==> src/rtl/zwait_service.sv <==
// zwait_service: picks one pending Z80 wait source at a time, presents it to
// the MCU as a service request, and on acknowledge emits a fixed-length
// wait_end release pulse. It then waits for the source to drop before
// returning to IDLE.
// Optional feature macro: ZWAIT_SVC_TIMEOUT_EN. It adds a PEND timeout that
// forces the release pulse and raises a sticky svc_timeout flag.
// Handshake: svc_req is held high while in PEND with svc_src stable. A
// one-cycle svc_ack seen at a rising edge while svc_req=1, and while the
// source is still pending, is accepted. svc_ack at any other time is ignored.
module zwait_service #(
  parameter int unsigned END_LEN   = 4,
  parameter logic [15:0] TO_CYCLES = 16'd1024
) (
  input  logic       fclk,
  input  logic       rst,
  input  logic [6:0] waits,
  input  logic       svc_ack,
  output logic       svc_req,
  output logic [2:0] svc_src,
  output logic       wait_end,
  output logic       svc_busy,
  output logic       svc_timeout
);

  typedef enum logic [1:0] {
    S_IDLE  = 2'd0,
    S_PEND  = 2'd1,
    S_END   = 2'd2,
    S_DRAIN = 2'd3
  } state_t;

  state_t     state_q, state_d;
  logic [6:0] ws_meta_q, ws_q;
  logic [2:0] src_q, src_d;
  logic [3:0] end_cnt_q, end_cnt_d;
  logic       src_live;
  logic       to_hit;

  // The latched source is still asking for service.
  assign src_live = ws_q[src_q];

  // Lowest set index; the loop runs downward so the lowest index wins.
  function automatic logic [2:0] lowest_idx(input logic [6:0] v);
    logic [2:0] idx;
    idx = 3'd0;
    for (int i = 6; i >= 0; i--) begin
      if (v[i]) idx = 3'(i);
    end
    return idx;
  endfunction

  // Two-flop synchronizer for the asynchronous wait flags.
  always_ff @(posedge fclk) begin
    if (rst) begin
      ws_meta_q <= '0;
      ws_q      <= '0;
    end else begin
      ws_meta_q <= waits;
      ws_q      <= ws_meta_q;
    end
  end

  // State, source latch and end-pulse counter registers.
  always_ff @(posedge fclk) begin
    if (rst) begin
      state_q   <= S_IDLE;
      src_q     <= '0;
      end_cnt_q <= '0;
    end else begin
      state_q   <= state_d;
      src_q     <= src_d;
      end_cnt_q <= end_cnt_d;
    end
  end

  // Next-state logic. Source release in PEND takes priority over ack and timeout.
  always_comb begin
    state_d = state_q;
    unique case (state_q)
      S_IDLE:  if (ws_q != 7'd0) state_d = S_PEND;
      S_PEND: begin
        if (!src_live)              state_d = S_IDLE;
        else if (svc_ack || to_hit) state_d = S_END;
      end
      S_END:   if (end_cnt_q == 4'd1) state_d = S_DRAIN;
      S_DRAIN: if (!src_live) state_d = S_IDLE;
      default: state_d = S_IDLE;
    endcase
  end

  // Source capture in IDLE. The end counter loads on entry to END and counts down while in END.
  always_comb begin
    src_d     = src_q;
    end_cnt_d = end_cnt_q;
    if (state_q == S_IDLE && ws_q != 7'd0) src_d = lowest_idx(ws_q);
    if (state_q == S_PEND && state_d == S_END) end_cnt_d = 4'(END_LEN);
    else if (state_q == S_END)                 end_cnt_d = end_cnt_q - 4'd1;
  end

  // Outputs are decoded from the registered state only.
  always_comb begin
    svc_req  = (state_q == S_PEND);
    wait_end = (state_q == S_END);
    svc_busy = (state_q != S_IDLE);
    svc_src  = src_q;
  end

`ifdef ZWAIT_SVC_TIMEOUT_EN
  logic [15:0] to_cnt_q, to_cnt_d;
  logic        timeout_q, timeout_d;
  logic        ack_take;

  assign ack_take    = (state_q == S_PEND) && src_live && svc_ack;
  // The timeout fires on the TO_CYCLES-th PEND cycle.
  assign to_hit      = (state_q == S_PEND) && (to_cnt_q == TO_CYCLES - 16'd1);
  assign svc_timeout = timeout_q;

  // PEND cycle counter, held at zero outside PEND. The sticky flag is cleared only by an accepted ack.
  always_comb begin
    to_cnt_d  = (state_q == S_PEND) ? to_cnt_q + 16'd1 : 16'd0;
    timeout_d = timeout_q;
    if (ack_take)                timeout_d = 1'b0;
    else if (to_hit && src_live) timeout_d = 1'b1;
  end

  // Timeout counter and sticky flag registers.
  always_ff @(posedge fclk) begin
    if (rst) begin
      to_cnt_q  <= '0;
      timeout_q <= 1'b0;
    end else begin
      to_cnt_q  <= to_cnt_d;
      timeout_q <= timeout_d;
    end
  end
`else
  // Without the timeout feature, PEND waits indefinitely. TO_CYCLES is folded away here.
  assign to_hit      = 1'b0;
  assign svc_timeout = 1'b0 & (|TO_CYCLES);
`endif

endmodule

==> config.mk <==
export PLATFORM = sky130hd
export DESIGN_NAME = zwait_service
export DESIGN_NICKNAME = d
export VERILOG_FILES = /design/src/rtl/zwait_service.sv
export SDC_FILE = /design/constraint.sdc
export NUM_CORES = 1
export LEC_CHECK = 0
export BUFFER_PORTS_ARGS = -buffer_cell sky130_fd_sc_hd__buf_2
export CORE_MARGIN = 1
export CORE_UTILIZATION = 52
export DETAILED_ROUTE_END_ITERATION = 12
export PLACE_DENSITY = 0.77
export SLEW_MARGIN = 20
export SYNTH_ARGS = -nofsm -noshare
export SYNTH_HDL_FRONTEND = slang
export SYNTH_SLANG_ARGS = --single-unit
==> constraint.sdc <==
create_clock -name fclk -period 1.8 [get_ports fclk]
set_input_delay 0.36 -clock fclk [delete_from_list [all_inputs] [get_ports fclk]]
set_output_delay 0.36 -clock fclk [all_outputs]
set_load 0.005 [all_outputs]
==> results.toml <==
[status]
status = "finished, final reports clean"

[logic_synthesis]
synth_area_leaders = "dfxtp_1 (49%), nor2b_1 (11%), mux2i_1 (3.2%)"
async_flop_share_pct = 0
ys.warnings.count = 0
synth_edf_count = 0
syn-num-nets = 110
synth_cell_types = 34
synth.top_cell.area_share_pct = 48.8
netlist_instances = 98
synth.cell_area_um2 = 943
syn_area_per_cell_um2 = 9.63
seq_area_frac_synth_pct = 48.8
synth.ff_latch_count = 23
yosysTopAreaCell = "dfxtp_1"
synthFlopType = "dfxtp_1"

[final_layout]
stdcell_area_um2 = 1060
fillCellCount = 163
final_nets = 126
drive_above_1_share_pct = 20.4
syn2layout_area_growth_pct = 11.9
antenna-diode-count = 0

[global_routing]
antenna_found_initial = 0
grt_pass1_wl_um = 2660
grt-ovfl-total = 0
grt_pass1_vias = 634
grt.total_usage_pct = 18.2
grt_max_degree = 26

[worst_setup_path]
crit_chain = "nand2b_1 -> inv_2 -> buf_2"
worstSetupStartpointType = "flip-flop"
path_buf_inv = 2
endpoint_kind = "primary output"
ff2ff_path_depth = 4
critical_path.slowest_cell = "dfxtp_1"
cp_max_fo = 7
r2r_end = "svc_src[1]"
critPathKind = "reg -> out"
r2r_start = "ws_q[0]"
crit_path_max_incr_delay_ns = 0.44
worstPathRequired_ns = 1.44
worstPathArrival_ns = 1.15
cpLargestDelayFamily = "flip-flops"
r2r_slack_ns = 0.31

[sta]
clock.fmax_mhz = 663
hold_viol = 0
rsz0062_at_grt = "false"
finalCriticalPeriod_ns = 1.51
maxSlewViolCount = 0
finalCritPeriodShare_pct = 83.8
fin_tns_setup_ns = 0
setup_viol = 0
skew_ns = 0.000946

[floorplan]
start_util_pct = 55.2
coreArea_um2 = 1710
die_area_um2 = 1990
pin_count = 17
die_h_um = 44.6
die_width_um = 44.6
rows = 15

[pwr]
power_leakage_nw = 0.438
peakVddDrop_mv = 0.527
power.density_nw_per_um2 = 904

[clocking]
cts_buffers = 3
clock-root-buffer = "clkbuf_4"
cts_tree = "built"
cts.sinks = 23
cts_max_level = 1
cts_setup_buffers = 0
hold_buffers = 0
path_clk_slew_ns = 0.11
cts_resized = 0
clkLatencyLatePin_ns = 0.29
clock_path_buffers = 2

[worst_hold_path]
holdPathStages = 2
hold_end = "ws_meta_q[3]"
hp-class = "in -> reg"
hp-start = "waits[3]"

[detailed_routing]
drtAntennaViolNets = 0
vias = 678
drt_iter0_drc = 14
avgViaCountPerCell = 4.91
wirelength_um = 1550
wire_per_inst_um = 11.2
drcViolationCount = 0
first_pass_iters = 4

[placement]
dpl-instance-area_um2 = 1030
dpl.hpwl_um = 1160
port_buffers = 15
gp_congestion = 0.750

[run]
cap_violations = 0
## stage by stage
| step | power, mW | util (%) | instances | hold WS [ns] | setup WS, ns |
|---|---|---|---|---|---|
| 2_1_floorplan | 0.694 | - | 98 | 0.414 | 0.458 |
| 3_3_place_gp | 0.736 | 60.3 | 134 | 0.417 | 0.359 |
| 3_5_place_dp | 0.744 | 60.3 | 134 | 0.427 | 0.339 |
| 4_1_cts | 0.968 | 61.8 | 138 | 0.257 | 0.274 |
| 5_1_grt | 1.01 | 61.8 | 138 | 0.252 | 0.194 |
| 6_report | 0.955 | 61.8 | 138 | 0.263 | 0.291 |
## layout make-up
type	instances	area, µm²	share of cell area, %
Clock buffer	4	26.3	2.49
Inverter	6	22.5	2.13
Sequential cell	23	460	43.6
Timing Repair Buffer	15	75.1	7.11
Tap cell	25	31.3	2.96
Multi-Input combinational cell	65	440	41.7
## cell families after synthesis
logic type               after synthesis  synth area share [%]
AND/OR/NAND/NOR                       41                  25.7
flip-flops                            23                  48.8
AO/OA/AOI/OAI                         15                  11.9
buffers and inverters                 10                  4.51
XOR/XNOR                               3                  2.79
multiplexers                           3                  3.18
adder cells (fa/ha/maj)                2                  2.65
other                                  1                 0.397
## worst register-to-register path: stages (launching register included)
cell	delay [ns]
dfxtp_1	0.36
or4_4	0.55
o21ai_2	0.26
or4_1	0.16
a21oi_1	0.06
## sequential cells by signal, summed over array words and instances (netlist names)
signal     count
ws_meta_q      7
end_cnt_q      4
ws_q           7
state_q        2
svc_src        3
## cell usage in the layout, fill, tap and decap left out
cell type,instances
dfxtp_1,23
nor2b_1,17
buf_2,15
inv_1,5
nor2_1,5
nand2_1,4
a21oi_1,4
nand2b_1,3
mux2i_1,3
xnor2_1,3
a211oi_1,3
clkbuf_4,3
nand3_1,2
nor3_1,2
ha_1,2
inv_2,1
nor2_2,1
a22oi_1,1
and4_1,1
nor4_1,1
o21ba_1,1
a2111oi_2,1
o21ai_0,1
or3_1,1
or4_4,1
o21ai_2,1
or4b_1,1
a21o_1,1
o31ai_1,1
or4_1,1
nand3b_1,1
o41ai_1,1
conb_1,1
clkbuf_1,1
## per-layer routing
layer,share of wire [%],vias to the layer above,GRT usage (%),wire length [µm]
li1,-,357,-,-
met1,48,305,23.4,741
met2,48,14,30.3,734
met3,3.6,2,2.86,56
met4,0.84,0,7.27,13
met5,0,-,0,0
## power breakdown
part | switching [mW] | total, mW | internal, mW
Clock | 0.137 | 0.223 | 0.0861
Sequential | 0.0334 | 0.577 | 0.544
Combinational | 0.0766 | 0.155 | 0.0779
Total | 0.247 | 0.955 | 0.708
## how the worst max path moves through the flow
stage / slack, ns / end / start / cells past startpoint
CTS: 0.27 / wait_end / state_q[0] / 3
global route: 0.19 / wait_end / state_q[0] / 3
floorplan: 0.46 / end_cnt_q[1] / svc_src[1] / 5
global placement: 0.36 / svc_src[1] / ws_q[0] / 4
detailed placement: 0.34 / svc_src[1] / ws_q[0] / 4
finish: 0.29 / wait_end / state_q[0] / 3
## Yosys cell counts (2+ instances only)
cell type	number
inv_1	5
xnor2_1	3
nor2b_1	17
clkbuf_1	2
nand2b_1	3
nor2_1	5
dfxtp_1	23
nand2_1	4
nor3_1	2
a211oi_1	3
a21oi_1	4
nand3_1	2
mux2i_1	3
ha_1	2
No activity file was read; power rests on OpenSTA's default activity.
